## src/rtl/mac_sequencer.sv

```systemverilog
// Layer sequencer: walks NUM_NEURONS weight rows through an external MAC,
// applies optional ReLU and collects the per-neuron results.
module mac_sequencer #(
  parameter int unsigned NUM_FEATURES   = 4,
  parameter int unsigned NUM_NEURONS    = 4,
  parameter int unsigned FP_TOTAL_BITS  = 16,
  parameter int unsigned FP_FRAC_BITS   = 8,
  parameter int unsigned TIMEOUT_CYCLES = 64,
  localparam int unsigned AW = (NUM_NEURONS > 1) ? $clog2(NUM_NEURONS) : 1
) (
  input  logic                                         clk,
  input  logic                                         reset,
  input  logic                                         layer_start,
  input  logic                                         relu_en,
  input  logic [NUM_FEATURES-1:0][FP_TOTAL_BITS-1:0]   x_in,
  output logic [AW-1:0]                                w_addr,
  input  logic [NUM_FEATURES-1:0][FP_TOTAL_BITS-1:0]   w_row,
  input  logic [FP_TOTAL_BITS-1:0]                     b_row,
  output logic                                         mac_start,
  output logic [NUM_FEATURES-1:0][FP_TOTAL_BITS-1:0]   mac_x,
  output logic [NUM_FEATURES-1:0][FP_TOTAL_BITS-1:0]   mac_w,
  output logic [FP_TOTAL_BITS-1:0]                     mac_bias,
  input  logic [FP_TOTAL_BITS-1:0]                     mac_y,
  input  logic                                         mac_done,
  output logic [NUM_NEURONS-1:0][FP_TOTAL_BITS-1:0]    y_out,
  output logic                                         busy,
  output logic                                         layer_done,
  output logic                                         err
);

  localparam int unsigned W  = FP_TOTAL_BITS;
  localparam int unsigned CW = $clog2(TIMEOUT_CYCLES + 1);

  if (NUM_NEURONS < 1 || FP_FRAC_BITS >= FP_TOTAL_BITS) begin : g_param_check
    $error("mac_sequencer: invalid parameter combination");
  end

  typedef enum logic [2:0] {
    S_IDLE, S_FETCH, S_LOAD, S_START, S_WAIT, S_STORE, S_DONE
  } state_t;

  state_t                              r_state;
  logic [AW-1:0]                       r_idx;
  logic [AW-1:0]                       r_w_addr;
  logic [CW-1:0]                       r_cnt;
  logic                                r_relu;
  logic [W-1:0]                        r_y;
  logic                                r_mac_start;
  logic [NUM_FEATURES-1:0][W-1:0]      r_mac_x;
  logic [NUM_FEATURES-1:0][W-1:0]      r_mac_w;
  logic [W-1:0]                        r_mac_bias;
  logic [NUM_NEURONS-1:0][W-1:0]       r_y_out;
  logic                                r_busy;
  logic                                r_layer_done;
  logic                                r_err;

  // w_addr is set on FETCH entry so the synchronous row read lands in LOAD
  always_ff @(posedge clk or negedge reset) begin
    if (!reset) begin
      r_state      <= S_IDLE;
      r_idx        <= '0;
      r_w_addr     <= '0;
      r_cnt        <= '0;
      r_relu       <= 1'b0;
      r_y          <= '0;
      r_mac_start  <= 1'b0;
      r_mac_x      <= '0;
      r_mac_w      <= '0;
      r_mac_bias   <= '0;
      r_y_out      <= '0;
      r_busy       <= 1'b0;
      r_layer_done <= 1'b0;
      r_err        <= 1'b0;
    end else begin
      r_mac_start  <= 1'b0;
      r_layer_done <= 1'b0;
      case (r_state)
        S_IDLE: begin
          if (layer_start) begin
            r_mac_x  <= x_in;
            r_relu   <= relu_en;
            r_idx    <= '0;
            r_w_addr <= '0;
            r_err    <= 1'b0;
            r_busy   <= 1'b1;
            r_state  <= S_FETCH;
          end
        end
        S_FETCH: r_state <= S_LOAD;
        S_LOAD: begin
          r_mac_w     <= w_row;
          r_mac_bias  <= b_row;
          r_mac_start <= 1'b1;
          r_state     <= S_START;
        end
        S_START: begin
          r_cnt   <= '0;
          r_state <= S_WAIT;
        end
        S_WAIT: begin
          if (mac_done) begin
            r_y     <= mac_y;
            r_state <= S_STORE;
          end else if (r_cnt == CW'(TIMEOUT_CYCLES - 1)) begin
            r_err   <= 1'b1;
            r_busy  <= 1'b0;
            r_state <= S_IDLE;
          end else begin
            r_cnt <= r_cnt + CW'(1);
          end
        end
        S_STORE: begin
          r_y_out[r_idx] <= (r_relu && r_y[W-1]) ? '0 : r_y;
          if (r_idx == AW'(NUM_NEURONS - 1)) begin
            r_state <= S_DONE;
          end else begin
            r_idx    <= r_idx + AW'(1);
            r_w_addr <= r_idx + AW'(1);
            r_state  <= S_FETCH;
          end
        end
        S_DONE: begin
          r_layer_done <= 1'b1;
          r_busy       <= 1'b0;
          r_state      <= S_IDLE;
        end
        default: r_state <= S_IDLE;
      endcase
    end
  end

  assign w_addr     = r_w_addr;
  assign mac_start  = r_mac_start;
  assign mac_x      = r_mac_x;
  assign mac_w      = r_mac_w;
  assign mac_bias   = r_mac_bias;
  assign y_out      = r_y_out;
  assign busy       = r_busy;
  assign layer_done = r_layer_done;
  assign err        = r_err;

endmodule

```

## config.mk

```make
export PLATFORM = sky130hd
export DESIGN_NAME = mac_sequencer
export DESIGN_NICKNAME = d
export VERILOG_FILES = /design/src/rtl/mac_sequencer.sv
export SDC_FILE = /design/constraint.sdc
export NUM_CORES = 1
export LEC_CHECK = 0
export CAP_MARGIN = 20
export CORE_UTILIZATION = 43
export DETAILED_ROUTE_END_ITERATION = 12
export PLACE_DENSITY_LB_ADDON = 0.2
export SYNTH_ARGS = -nofsm -noshare
export SYNTH_HDL_FRONTEND = slang
export SYNTH_SLANG_ARGS = --single-unit
```

## constraint.sdc

```tcl
create_clock -name clk -period 1.9 [get_ports clk]
set_input_delay 0.475 -clock clk [delete_from_list [all_inputs] [get_ports clk]]
set_output_delay 0.475 -clock clk [all_outputs]
set_load 0.02 [all_outputs]
```

# Word-level counts from Yosys, hierarchy flattened

Index checks and enable logic that the tools add are counted.

Register bits: 241
Bits in latches: 0
Memory bits (writable): 0
Memory bits (read-only): 0
Output and inout port bits: 214
Logic and storage cells: 79
Memories kept: 0

$add $sub $neg: 2
Multipliers: 0
Div/mod/pow operators: 0
$lt $le $gt $ge: 2
Eq/ne operators: 14
Shift operators: 0
Mux-type cells: 25
Bitwise logic cells: 0
Reductions and logical operators: 14

Operator list:

| kind                | count |
|---|---|
| $bwmux 64           | 1 |
| $demux 16 s2        | 1 |
| $mux 16             | 2 |
| $pmux 3 s6          | 1 |
| $mux 7              | 2 |
| $pmux 7 s2          | 1 |
| $mux 3              | 4 |
| $ne 2x2->1 const B  | 5 |
| $eq 3x3->1 const B  | 3 |
| $mux 1              | 8 |
| $reduce_and 4->1    | 2 |
| $add 7x1->7 const B | 1 |
| $eq 7x6->1 const B  | 1 |
| $eq 3x2->1 const B  | 2 |
| $reduce_and 2->1    | 3 |
| $reduce_and 3->1    | 2 |
| $reduce_bool 2->1   | 3 |
| $mux 2              | 2 |
| $pmux 2 s2          | 1 |
| $eq 3x1->1 const B  | 1 |
| $logic_not 3->1     | 1 |
| $lt 2x3->1 const B  | 1 |
| $ne 3x3->1 const B  | 1 |
| $pmux 1 s3          | 1 |
| 6 further kinds     | 7 |

# Longest topological paths before layout

Gate-level depths: netlist (run 1).

Depth in word-level cells: 5
Gate-level depth with buffers: 6
Mapped depth without buffers: 5

# Worst setup path after synthesis (run 1)

Ideal clock, no wire load.

Path kind: reg-to-reg
Start point: register r_state[1]
End point: register r_y[10]
Library setup time: 125 ps
Data arrival time: 1626 ps
Required time: 1775 ps
Slack: 149 ps
Stages on the path, launching flop included: 7
Path buffers: 3
Period minus slack after synthesis: 1751 ps
Cells stage by stage: dfrtp_1 > buf_4 > or3b_1 > buf_4 > nor2_8 > buf_6 > mux2_2

Longest elaborated chain between the ends: 2

RTL lines:

| element                    | RTL line | RTL |
|---|---|---|
| start: declaration         | 42       | `state_t r_state;` |
| start signal: assignment   | 60       | `r_state <= S_IDLE;` |
| start signal: assignment   | 86       | `r_state <= S_FETCH;` |
| start signal: assignment   | 89       | `S_FETCH: r_state <= S_LOAD;` |
| $eq 3x3->1                 | 77       | `case (r_state)` |
| $reduce_and 2->1 (no line) | --       |  |
| end signal: assignment     | 102      | `r_y <= mac_y;` |
| end: declaration           | 47       | `logic [W-1:0] r_y;` |

No other way between the ends.
A chain may end at the register's enable or synchronous reset.

# Worst setup path in the final report (run 1)

Start point: register r_state[1]
End point: register r_mac_bias[0] (netlist: mac_bias[0])

Longest elaborated chain between the ends: 1

RTL lines:

| element                | RTL line | RTL |
|---|---|---|
| $eq 3x2->1             | 77       |  |
| end signal: assignment | 92       | `r_mac_bias <= b_row;` |
| end: declaration       | 51       | `logic [W-1:0] r_mac_bias;` |

No other way between the ends.

==> metrics.txt, run 1 <==
# TYPE chip_impl_metric gauge
chip_impl_metric{name="io_pins",unit=""} 379
chip_impl_metric{name="die_y",unit="um"} 148
chip_impl_metric{name="routed-via-count",unit=""} 6543
chip_impl_metric{name="final_area",unit="mm2"} 0.0139
chip_impl_metric{name="path_max_fanout",unit=""} 27
chip_impl_metric{name="place_worst_setup_slack",unit="ps"} -130
chip_impl_metric{name="max_freq",unit="GHz"} 0.571
chip_impl_metric{name="antenna_cells_inserted",unit=""} 0
chip_impl_metric{name="initial_utilization",unit=""} 0.438
chip_impl_metric{name="clkLatencyLatePin",unit="ps"} 510
chip_impl_metric{name="critPathArrivalTime",unit="ps"} 2130
chip_impl_metric{name="io_buffers",unit=""} 378
chip_impl_metric{name="clk_path_buf_depth",unit=""} 3
chip_impl_metric{name="syn_area_per_cell",unit="um2"} 14.0
chip_impl_metric{name="wire_length_per_cell",unit="um"} 17.8
chip_impl_metric{name="max-slew-margin-rel",unit=""} 0.733
chip_impl_metric{name="grt_pass1_wl",unit="um"} 37200
chip_impl_metric{name="gpl.final_weighted_congestion",unit=""} 0.766
chip_impl_metric{name="yosysUniqueCellTypes",unit=""} 33
chip_impl_metric{name="rows",unit=""} 53
chip_impl_metric{name="power.leakage",unit="nW"} 6.48
chip_impl_metric{name="dp.final_hpwl",unit="um"} 17800
chip_impl_metric{name="post_layout_net_count",unit=""} 1226
chip_impl_metric{name="fp.dieW",unit="um"} 148
chip_impl_metric{name="fp.dieArea",unit="mm2"} 0.0220
chip_impl_metric{name="tritoncts_num_sinks",unit=""} 241
chip_impl_metric{name="synth.ff_latch_count",unit=""} 241
chip_impl_metric{name="drv.max_cap_violation_count",unit=""} 0
chip_impl_metric{name="place_area",unit="mm2"} 0.0134
chip_impl_metric{name="cts_buffers",unit=""} 25
chip_impl_metric{name="floorplan.core_area",unit="mm2"} 0.0210
chip_impl_metric{name="fin_hold_ws",unit="ps"} 464
chip_impl_info{name="cts_root_buffer",value="sky130_fd_sc_hd__clkbuf_16"} 1
chip_impl_metric{name="timing.final.setup_violations",unit=""} 0
chip_impl_info{name="hp-class",value="in -> async"} 1
chip_impl_info{name="run_status",value="complete, no violations"} 1
chip_impl_metric{name="clock_transition_time_at_the_flip_flop_clock_pins_of_the_worst_setup_and_hold_paths",unit="ps"} 60
chip_impl_info{name="timing_worst_setup_path_type",value="reg -> reg"} 1
chip_impl_metric{name="worstPathRequired",unit="ps"} 2280
chip_impl_metric{name="detail-route-antenna-nets",unit=""} 0
chip_impl_metric{name="post_route_clock_period_utilization",unit=""} 0.922
chip_impl_info{name="setup.worst_path.end_class",value="flop"} 1
chip_impl_metric{name="worst_slew_pin_slew",unit="ps"} 401
chip_impl_metric{name="synth_nets",unit=""} 825
chip_impl_metric{name="grt_overflow_total",unit=""} 0
chip_impl_metric{name="timing_max_transition_violations_final",unit=""} 0
chip_impl_metric{name="iteration_0_drc_count_of_the_detailed_router",unit=""} 193
chip_impl_info{name="cts_tree",value="done"} 1
chip_impl_metric{name="finish.utilization",unit=""} 0.664
chip_impl_metric{name="p_per_area",unit="mW/mm2"} 1700
chip_impl_metric{name="grt_antenna_before_repair",unit=""} 0
chip_impl_metric{name="vdd.ir_drop.worst",unit="mV"} 0.904
chip_impl_metric{name="post_synth_instance_area",unit="mm2"} 0.00919
chip_impl_metric{name="synth-seq-area-share",unit=""} 0.656
chip_impl_metric{name="via_count_of_the_first_global_routing_pass",unit=""} 6657
chip_impl_metric{name="drt-total-wl",unit="um"} 23900
chip_impl_metric{name="syn-instance-count",unit=""} 655
chip_impl_metric{name="syn2layout_area_growth",unit="%"} 51.4
chip_impl_metric{name="worst_slack",unit="ps"} 148
chip_impl_metric{name="grt_start_max_net_pins",unit=""} 46
chip_impl_info{name="setup.worst_path.start_class",value="flop"} 1
chip_impl_metric{name="layout-drive-gt1-share",unit=""} 0.211
chip_impl_metric{name="finalHoldViolations",unit=""} 0
chip_impl_metric{name="cts.htree.levels",unit=""} 1
chip_impl_metric{name="track_usage",unit=""} 0.216
chip_impl_info{name="rsz0062_at_grt",value="no"} 1
chip_impl_metric{name="ys.warnings.count",unit=""} 0
chip_impl_metric{name="worst_clock_skew_on_the_final_layout",unit="ps"} 13.2
chip_impl_metric{name="period_minus_slack",unit="ps"} 1750
chip_impl_metric{name="drt-vias-per-instance",unit=""} 4.87
chip_impl_metric{name="post_route_drc",unit=""} 0
chip_impl_metric{name="detailedRoute.firstPassIterationCount",unit=""} 4
[worst paths after layout]
path                            start     endpoint  slack (ps)  depth (start not counted)
max in group asynchronous       reset    mac_w[38]         810                          3
min                             reset    y_out[38]         460                          2
min reg2reg                 y_out[38]    y_out[38]         470                          2
min in group clk            y_out[38]    y_out[38]         470                          2
max reg2reg                r_state[1]  mac_bias[0]         150                          5
max                        r_state[1]  mac_bias[0]         150                          5
[placed cells by master (no fill, tap or decap), drive strengths merged, types with 5 or more instances in the layout]
cell | Yosys | routed
buf | 20 | 30
inv | 5 | 5
mux2 | 162 | 162
clkbuf | 14 | 37
nor3 | 8 | 8
ha | 5 | 5
dlygate4sd2 | 0 | 214
nand2 | 91 | 91
o21ai | 66 | 66
clkdlybuf4s50 | 0 | 163
a21oi | 9 | 9
dfrtp | 241 | 241
nor2 | 10 | 10
[registers in the layout, summed over array words and instances, names as in the netlist]
register	cells
layer_done	1
y_out	64
mac_w	64
w_addr	2
mac_bias	16
mac_x	64
mac_start	1
r_relu	1
busy	1
r_cnt	7
r_y	16
r_state	3
err	1
[cells by family after synthesis]
group	count (synthesis)	share of synthesized area
XOR/XNOR	1	0.000953
multiplexers	164	0.201
AND/OR/NAND/NOR	121	0.0595
AO/OA/AOI/OAI	84	0.0490
adder cells (fa/ha/maj)	5	0.00681
flip-flops	241	0.656
buffers and inverters	39	0.0266
[stage by stage]
stage	cells	total power [mW]	setup TNS (ps)
global placement	1303	20.7	-5890
CTS	1343	23.9	0
detailed placement	1303	21.0	-7300
floorplan	655	15.0	0
global route	1343	25.0	0
finish	1343	23.6	0
[critical path: stages (launching register included)]
cell	delay (ps)
sky130_fd_sc_hd__dfrtp_1	430
sky130_fd_sc_hd__inv_1	150
sky130_fd_sc_hd__nor3_4	230
sky130_fd_sc_hd__buf_12	230
sky130_fd_sc_hd__buf_12	210
sky130_fd_sc_hd__mux2_2	360
[layout make-up]
cell class | instances | area [um2]
fillers | 1702 | 7040
flip-flops and latches | 241 | 6030
repair buffers | 408 | 3870
multi-input cells | 375 | 2910
clock buffers | 37 | 721
well taps | 275 | 344
inverters | 5 | 18.8
clock inverters | 2 | 10.0
[per-layer routing]
layer  track usage  part of all wire  vias up
met5             0                 0        -
met4        0.0459             0.014        0
met3        0.0595             0.079       26
met2         0.366              0.50      242
met1         0.278              0.41     3200
li1              -                 -     3075
[report_power, final]
part	total (mW)	internal [mW]	switching, mW
clock	4.44	2.58	1.85
sequential	8.68	7.51	1.17
combinational	10.5	4.79	5.72
total	23.6	14.9	8.74
[Yosys cell counts]
cell type	n	area [um2]
sky130_fd_sc_hd__dfrtp_1	241	6030
sky130_fd_sc_hd__mux2_2	156	1760
sky130_fd_sc_hd__nand2_1	91	342
sky130_fd_sc_hd__o21ai_0	66	330
sky130_fd_sc_hd__clkbuf_1	14	52.6
sky130_fd_sc_hd__buf_6	10	113
sky130_fd_sc_hd__a21oi_1	9	45.0
sky130_fd_sc_hd__nor2_1	8	30.0
sky130_fd_sc_hd__nor3_1	7	35.0
sky130_fd_sc_hd__buf_2	6	30.0
sky130_fd_sc_hd__mux2_1	6	67.6
sky130_fd_sc_hd__ha_1	5	62.6
sky130_fd_sc_hd__inv_1	5	18.8
sky130_fd_sc_hd__buf_4	4	30.0
sky130_fd_sc_hd__o2bb2ai_1	4	35.0
sky130_fd_sc_hd__nand3_1	3	15.0
sky130_fd_sc_hd__a31o_2	2	17.5
sky130_fd_sc_hd__mux2i_1	2	20.0
sky130_fd_sc_hd__nand2b_1	2	12.5
sky130_fd_sc_hd__a21boi_1	1	7.51
sky130_fd_sc_hd__and3b_1	1	8.76
sky130_fd_sc_hd__nand3b_1	1	7.51
sky130_fd_sc_hd__nor2_2	1	6.26
sky130_fd_sc_hd__nor2_8	1	20.0
sky130_fd_sc_hd__nor2b_1	1	6.26
sky130_fd_sc_hd__nor3_4	1	16.3
sky130_fd_sc_hd__nor4b_1	1	8.76
sky130_fd_sc_hd__nor4b_4	1	23.8
sky130_fd_sc_hd__o211ai_1	1	7.51
sky130_fd_sc_hd__o31ai_1	1	7.51
sky130_fd_sc_hd__or3_1	1	6.26
sky130_fd_sc_hd__or3b_1	1	8.76
sky130_fd_sc_hd__xnor2_1	1	8.76
[what timing repair did]
item,CTS,global route
buffers inserted,0,0
hold buffers,1,0
gates resized for setup,214,1
endpoints found under the hold margin,38,0
endpoints found under the setup margin,214,4
Power figures use the tool's default switching activity.
==> run 2: changes to the inputs <==
Settings changed: CORE_AREA set to 2 2 146 148, CORE_UTILIZATION 43 to not set, DIE_AREA set to 0 0 148 150.
Clock period 1.9 ns to 2.2 ns, I/O delays scaled along.
==> run 2 against run 1 <==
Net effect: the flow now finishes with violations (negative hold slack); register-to-register slack better by 140 ps; non-clock buffer count is 8 lower; count of clock-buffer cells in the layout did not move; core utilization grew 2.4 points; critical path type is now reg -> out; largest cell class unchanged.
==> metrics.txt, run 2 (synthesis gave the netlist of run 1 again) <==
# TYPE chip_impl_metric gauge
chip_impl_metric{name="fp.dieW",unit="um"} 148
chip_impl_metric{name="finalHoldViolations",unit=""} 8
chip_impl_metric{name="power.leakage",unit="nW"} 6.01
chip_impl_metric{name="via_count_of_the_first_global_routing_pass",unit=""} 6889
chip_impl_metric{name="period_minus_slack",unit="ps"} 2100
chip_impl_info{name="run_status",value="finished, violations left"} 1
chip_impl_metric{name="detail-route-antenna-nets",unit=""} 0
chip_impl_metric{name="iteration_0_drc_count_of_the_detailed_router",unit=""} 181
chip_impl_metric{name="floorplan.core_area",unit="mm2"} 0.0207
chip_impl_metric{name="max_freq",unit="GHz"} 0.477
chip_impl_metric{name="io_pins",unit=""} 379
chip_impl_metric{name="total_power",unit="mW"} 22.3
chip_impl_metric{name="layout-drive-gt1-share",unit=""} 0.211
chip_impl_metric{name="timing.final.setup_violations",unit=""} 0
chip_impl_metric{name="hold_buffers",unit=""} 0
chip_impl_metric{name="worst_slack",unit="ps"} 102
chip_impl_metric{name="wire_length_per_cell",unit="um"} 18.3
chip_impl_metric{name="timing_max_transition_violations_final",unit=""} 0
chip_impl_metric{name="max-slew-margin-rel",unit=""} 0.614
chip_impl_metric{name="grt_start_max_net_pins",unit=""} 69
chip_impl_metric{name="clkLatencyLatePin",unit="ps"} 520
chip_impl_metric{name="drv.max_cap_violation_count",unit=""} 0
chip_impl_metric{name="worst_slew_pin_slew",unit="ps"} 578
chip_impl_metric{name="grt_overflow_total",unit=""} 0
chip_impl_metric{name="worstPathRequired",unit="ps"} 1650
chip_impl_info{name="cts_root_buffer",value="sky130_fd_sc_hd__clkbuf_16"} 1
chip_impl_metric{name="antenna_cells_inserted",unit=""} 0
chip_impl_metric{name="r2r.worst_path.cells",unit=""} 3
chip_impl_metric{name="syn2layout_area_growth",unit="%"} 54.8
chip_impl_metric{name="tritoncts_num_sinks",unit=""} 241
chip_impl_metric{name="critPathArrivalTime",unit="ps"} 1550
chip_impl_metric{name="rows",unit=""} 53
chip_impl_metric{name="initial_utilization",unit=""} 0.444
chip_impl_metric{name="track_usage",unit=""} 0.216
chip_impl_metric{name="detailedRoute.firstPassIterationCount",unit=""} 4
chip_impl_metric{name="fin_hold_ws",unit="ps"} -7.79
chip_impl_info{name="timing_worst_setup_path_type",value="reg -> out"} 1
chip_impl_info{name="setup.worst_path.start_class",value="flop"} 1
chip_impl_metric{name="gpl.final_weighted_congestion",unit=""} 0.786
chip_impl_metric{name="critPathMaxStageDelay",unit="ps"} 640
chip_impl_metric{name="routed-via-count",unit=""} 6597
chip_impl_metric{name="vdd.ir_drop.worst",unit="mV"} 0.862
chip_impl_info{name="rsz0062_at_grt",value="no"} 1
chip_impl_info{name="setup.worst_path.end_class",value="primary output"} 1
chip_impl_metric{name="postcts_setup_bufs",unit=""} 0
chip_impl_info{name="hp-class",value="in -> async"} 1
chip_impl_metric{name="grt_antenna_before_repair",unit=""} 0
chip_impl_metric{name="post_route_clock_period_utilization",unit=""} 0.954
chip_impl_metric{name="dp.final_hpwl",unit="um"} 17900
chip_impl_metric{name="p_per_area",unit="mW/mm2"} 1570
chip_impl_metric{name="post_cts_resize_count",unit=""} 0
chip_impl_metric{name="drt-total-wl",unit="um"} 24500
chip_impl_metric{name="finish.utilization",unit=""} 0.687
chip_impl_metric{name="drt-vias-per-instance",unit=""} 4.92
chip_impl_info{name="crit_chain",value="clkdlybuf4s50_1"} 1
chip_impl_info{name="most_used_cells_in_the_layout_excluding_fill_and_tap_cells",value="sky130_fd_sc_hd__clkdlybuf4s50_1, sky130_fd_sc_hd__dfrtp_1, sky130_fd_sc_hd__mux2_2, sky130_fd_sc_hd__nand2_1, sky130_fd_sc_hd__o21ai_0"} 1
chip_impl_metric{name="clock_transition_time_at_the_flip_flop_clock_pins_of_the_worst_setup_and_hold_paths",unit="ps"} 60
chip_impl_metric{name="post_layout_net_count",unit=""} 1218
chip_impl_metric{name="place_worst_setup_slack",unit="ps"} 4.60
chip_impl_info{name="failing_checks",value="negative hold slack"} 1
chip_impl_info{name="cpMaxStageDelayCell",value="sky130_fd_sc_hd__clkdlybuf4s50_1"} 1
chip_impl_metric{name="worst_clock_skew_on_the_final_layout",unit="ps"} 15.9
chip_impl_metric{name="timing.critical_path.depth",unit=""} 1
chip_impl_metric{name="io_buffers",unit=""} 378
chip_impl_metric{name="fin_setup_tns",unit="ps"} 0
chip_impl_metric{name="post_route_drc",unit=""} 0
chip_impl_info{name="critical-path-top-delay-family",value="buffers and inverters"} 1
chip_impl_info{name="layout.cells.most_common",value="sky130_fd_sc_hd__clkdlybuf4s50_1"} 1
chip_impl_metric{name="grt_pass1_wl",unit="um"} 37900
chip_impl_metric{name="clk_path_buf_depth",unit=""} 3
chip_impl_metric{name="path_max_fanout",unit=""} 3
chip_impl_metric{name="critical_path_buf_inv_count",unit=""} 1
chip_impl_info{name="cts_tree",value="done"} 1
chip_impl_metric{name="cts.htree.levels",unit=""} 1
chip_impl_metric{name="cts_buffers",unit=""} 25
chip_impl_metric{name="die_y",unit="um"} 150
chip_impl_metric{name="fp.dieArea",unit="mm2"} 0.0222
run 2: changes by cell type in the layout (fill, tap and decap cells not counted), moves of 2 or more:
cell                              previous run  this run
sky130_fd_sc_hd__dlygate4sd2_1             214         0
sky130_fd_sc_hd__buf_12                     10         8
sky130_fd_sc_hd__bufinv_16                   0         3
sky130_fd_sc_hd__buf_4                      19        14
sky130_fd_sc_hd__clkdlybuf4s50_1           163       377
sky130_fd_sc_hd__clkbuf_1                    7         5
sky130_fd_sc_hd__clkbuf_8                    5         7
run 2: through the flow:
step           std cells  cell area (um2)  hold slack (ps)
2_1_floorplan        655             9190              254
3_3_place_gp        1296            13400              462
3_5_place_dp        1296            13400              470
4_1_cts             1341            14200             14.6
5_1_grt             1341            14200             19.1
6_report            1341            14200            -7.79
run 2: metal layers:
metal / vias to the layer above / routed length, um / global-route usage / share of wire
met1: 3268 / 9870 / 0.271 / 0.40
met4: 0 / 482 / 0.0567 / 0.020
met3: 35 / 1780 / 0.0549 / 0.073
li1: 3040 / - / - / -
met5: - / 0 / 0 / 0
met2: 254 / 12400 / 0.374 / 0.51
run 2: power breakdown:
part	leakage [nW]	switching, mW	internal [mW]
Sequential	2.97	1.12	6.49
Clock	0.423	1.71	2.68
Combinational	2.61	4.97	5.38
Total	6.01	7.79	14.5
run 2: final timing paths:
path / from / end / slack [ps]
setup / recovery: busy / busy / 100
hold / removal: reset / y_out[5] / -8
setup reg to reg: r_state[2] / r_y[7] / 290
hold reg to reg: y_out[35] / y_out[35] / 480
max in group asynchronous: reset / mac_x[28] / 1540
min in group clk: y_out[35] / y_out[35] / 480
run 2: cell type report:
| class | count | area (um2) |
|---|---|---|
| fill | 1508 | 6470 |
| tap | 275 | 344 |
| sequential | 241 | 6030 |
| multi-input combinational | 375 | 2910 |
| timing repair buffer | 400 | 4050 |
| inverter | 5 | 18.8 |
| clock inverter | 8 | 121 |
| clock buffer | 37 | 741 |
==> run 3: changes to the inputs <==
Settings changed: CORE_AREA 2 2 146 148 to not set, CORE_MARGIN set to 2, CORE_UTILIZATION set to 45, DIE_AREA 0 0 148 150 to not set.
==> run 3 against run 2 <==
Net effect: the flow now finishes without violations; critical path depth stayed put; critical endpoint is now w_addr[0]; critical path type unchanged; highest routed layer unchanged; power is 2.5% lower; setup slack lost 16 ps; register-to-register slack lost 50 ps; clock skew down 8.6 ps; non-clock buffer count down 1; first-iteration DRC count up 22%; core utilization is 1.4 points higher; global-route usage about the same.
==> metrics.txt, run 3 (synthesis gave the netlist of run 1 again) <==
# TYPE chip_impl_metric gauge
chip_impl_metric{name="clock_transition_time_at_the_flip_flop_clock_pins_of_the_worst_setup_and_hold_paths",unit="ps"} 60
chip_impl_info{name="critical-path-top-delay-family",value="buffers and inverters"} 1
chip_impl_metric{name="layout.filler_cells",unit=""} 1414
chip_impl_metric{name="path_max_fanout",unit=""} 4
chip_impl_metric{name="final_area",unit="mm2"} 0.0141
chip_impl_metric{name="vdd.ir_drop.worst",unit="mV"} 0.826
chip_impl_metric{name="hold_buffers",unit=""} 1
chip_impl_metric{name="p_per_area",unit="mW/mm2"} 1540
chip_impl_metric{name="post_route_drc",unit=""} 0
chip_impl_metric{name="via_count_of_the_first_global_routing_pass",unit=""} 6660
chip_impl_info{name="cts_root_buffer",value="sky130_fd_sc_hd__clkbuf_16"} 1
chip_impl_metric{name="timing.critical_path.depth",unit=""} 1
chip_impl_metric{name="track_usage",unit=""} 0.216
chip_impl_info{name="setup.worst_path.start_class",value="flop"} 1
chip_impl_metric{name="critical_path_buf_inv_count",unit=""} 1
chip_impl_metric{name="timing.final.setup_violations",unit=""} 0
chip_impl_metric{name="clk_path_buf_depth",unit=""} 3
chip_impl_metric{name="io_pins",unit=""} 379
chip_impl_metric{name="place_area",unit="mm2"} 0.0133
chip_impl_metric{name="syn2layout_area_growth",unit="%"} 53.6
chip_impl_metric{name="tritoncts_num_sinks",unit=""} 241
chip_impl_metric{name="finalHoldViolations",unit=""} 0
chip_impl_metric{name="fin_hold_ws",unit="ps"} 474
chip_impl_metric{name="drt-total-wl",unit="um"} 23600
chip_impl_info{name="run_status",value="complete, no violations"} 1
chip_impl_metric{name="critPathArrivalTime",unit="ps"} 1560
chip_impl_metric{name="cts.htree.levels",unit=""} 1
chip_impl_metric{name="power.leakage",unit="nW"} 5.95
chip_impl_info{name="crit_chain",value="clkdlybuf4s50_1"} 1
chip_impl_metric{name="postcts_setup_bufs",unit=""} 0
chip_impl_metric{name="hold-path-cell-count",unit=""} 2
chip_impl_metric{name="worst_slack",unit="ps"} 85.6
chip_impl_metric{name="timing_max_transition_violations_final",unit=""} 0
chip_impl_metric{name="fp.dieArea",unit="mm2"} 0.0216
chip_impl_metric{name="cts_buffers",unit=""} 25
chip_impl_metric{name="post_layout_net_count",unit=""} 1217
chip_impl_metric{name="worst_slew_pin_slew",unit="ps"} 674
chip_impl_metric{name="die_y",unit="um"} 147
chip_impl_metric{name="detail-route-antenna-nets",unit=""} 0
chip_impl_metric{name="grt_overflow_total",unit=""} 0
chip_impl_metric{name="grt_start_max_net_pins",unit=""} 82
chip_impl_metric{name="io_buffers",unit=""} 378
chip_impl_metric{name="grt_pass1_wl",unit="um"} 37000
chip_impl_metric{name="placed_cells",unit=""} 1289
chip_impl_metric{name="fp.dieW",unit="um"} 147
chip_impl_metric{name="initial_utilization",unit=""} 0.457
chip_impl_metric{name="post_cts_resize_count",unit=""} 0
chip_impl_info{name="cpMaxStageDelayCell",value="sky130_fd_sc_hd__clkdlybuf4s50_1"} 1
chip_impl_metric{name="drt-vias-per-instance",unit=""} 4.85
chip_impl_metric{name="floorplan.core_area",unit="mm2"} 0.0201
chip_impl_metric{name="finish.utilization",unit=""} 0.702
chip_impl_info{name="rsz0062_at_grt",value="no"} 1
chip_impl_info{name="cts_tree",value="done"} 1
chip_impl_metric{name="layout.cells.non_filler",unit=""} 1329
chip_impl_metric{name="iteration_0_drc_count_of_the_detailed_router",unit=""} 220
chip_impl_metric{name="routed-via-count",unit=""} 6443
chip_impl_metric{name="drv.max_cap_violation_count",unit=""} 0
chip_impl_metric{name="worstPathRequired",unit="ps"} 1650
chip_impl_info{name="most_used_cells_in_the_layout_excluding_fill_and_tap_cells",value="sky130_fd_sc_hd__clkdlybuf4s50_1, sky130_fd_sc_hd__dfrtp_1, sky130_fd_sc_hd__mux2_2, sky130_fd_sc_hd__nand2_1, sky130_fd_sc_hd__o21ai_0"} 1
chip_impl_metric{name="r2r.worst_path.cells",unit=""} 4
chip_impl_metric{name="total_power",unit="mW"} 21.8
chip_impl_metric{name="fin_setup_tns",unit="ps"} 0
chip_impl_info{name="timing_worst_setup_path_type",value="reg -> out"} 1
chip_impl_metric{name="post_route_clock_period_utilization",unit=""} 0.961
chip_impl_metric{name="dp.final_hpwl",unit="um"} 17200
chip_impl_info{name="hp-class",value="reg -> reg"} 1
chip_impl_metric{name="detailedRoute.firstPassIterationCount",unit=""} 4
chip_impl_info{name="layout.cells.most_common",value="sky130_fd_sc_hd__clkdlybuf4s50_1"} 1
chip_impl_metric{name="clkLatencyLatePin",unit="ps"} 510
chip_impl_metric{name="antenna_cells_inserted",unit=""} 0
chip_impl_metric{name="layout-drive-gt1-share",unit=""} 0.204
chip_impl_metric{name="place_worst_setup_slack",unit="ps"} 60.0
chip_impl_metric{name="wire_length_per_cell",unit="um"} 17.8
chip_impl_metric{name="grt_antenna_before_repair",unit=""} 0
chip_impl_metric{name="worst_clock_skew_on_the_final_layout",unit="ps"} 7.32
chip_impl_metric{name="max_freq",unit="GHz"} 0.473
chip_impl_metric{name="rows",unit=""} 52
chip_impl_metric{name="max-slew-margin-rel",unit=""} 0.550
chip_impl_metric{name="period_minus_slack",unit="ps"} 2110
chip_impl_info{name="setup.worst_path.end_class",value="primary output"} 1
chip_impl_metric{name="critPathMaxStageDelay",unit="ps"} 660
chip_impl_metric{name="gpl.final_weighted_congestion",unit=""} 0.788
==> run 3: where the power goes <==
group | internal, mW | total (mW) | switching [mW]
clock network | 2.35 | 3.98 | 1.63
logic | 5.33 | 10.2 | 4.89
registers | 6.49 | 7.58 | 1.10
==> run 3: final timing paths <==
| kind | start | endpoint | slack, ps |
|---|---|---|---|
| min in group asynchronous | reset | y_out[37] | 570 |
| setup / recovery | w_addr[0] | w_addr[0] | 90 |
| hold reg to reg | y_out[21] | y_out[21] | 470 |
| hold / removal | y_out[21] | y_out[21] | 470 |
| setup reg to reg | r_state[1] | mac_w[25] | 240 |
| max in group asynchronous | reset | mac_x[34] | 1010 |
==> run 3: metal layers <==
metal,track usage,routed length [um]
met5,0,0
met4,0.0481,408
met3,0.0609,1970
met2,0.379,11900
met1,0.267,9360
==> run 3: area by class of cell <==
| type | instances | area, um2 | share of cell area |
|---|---|---|---|
| timing repair buffer | 399 | 4050 | 0.287 |
| sequential | 241 | 6030 | 0.427 |
| tap | 270 | 338 | 0.0239 |
| clock inverter | 3 | 43.8 | 0.00310 |
| clock buffer | 36 | 717 | 0.0508 |
| multi-input combinational | 375 | 2910 | 0.206 |
| inverter | 5 | 18.8 | 0.00133 |
==> run 3: tightest hold or removal path: cells and delay by family (launching register included) <==
kind | cells | cell delay [ps]
AO/OA/AOI/OAI | 1 | 60
AND/OR/NAND/NOR | 1 | 50
flip-flops | 1 | 330
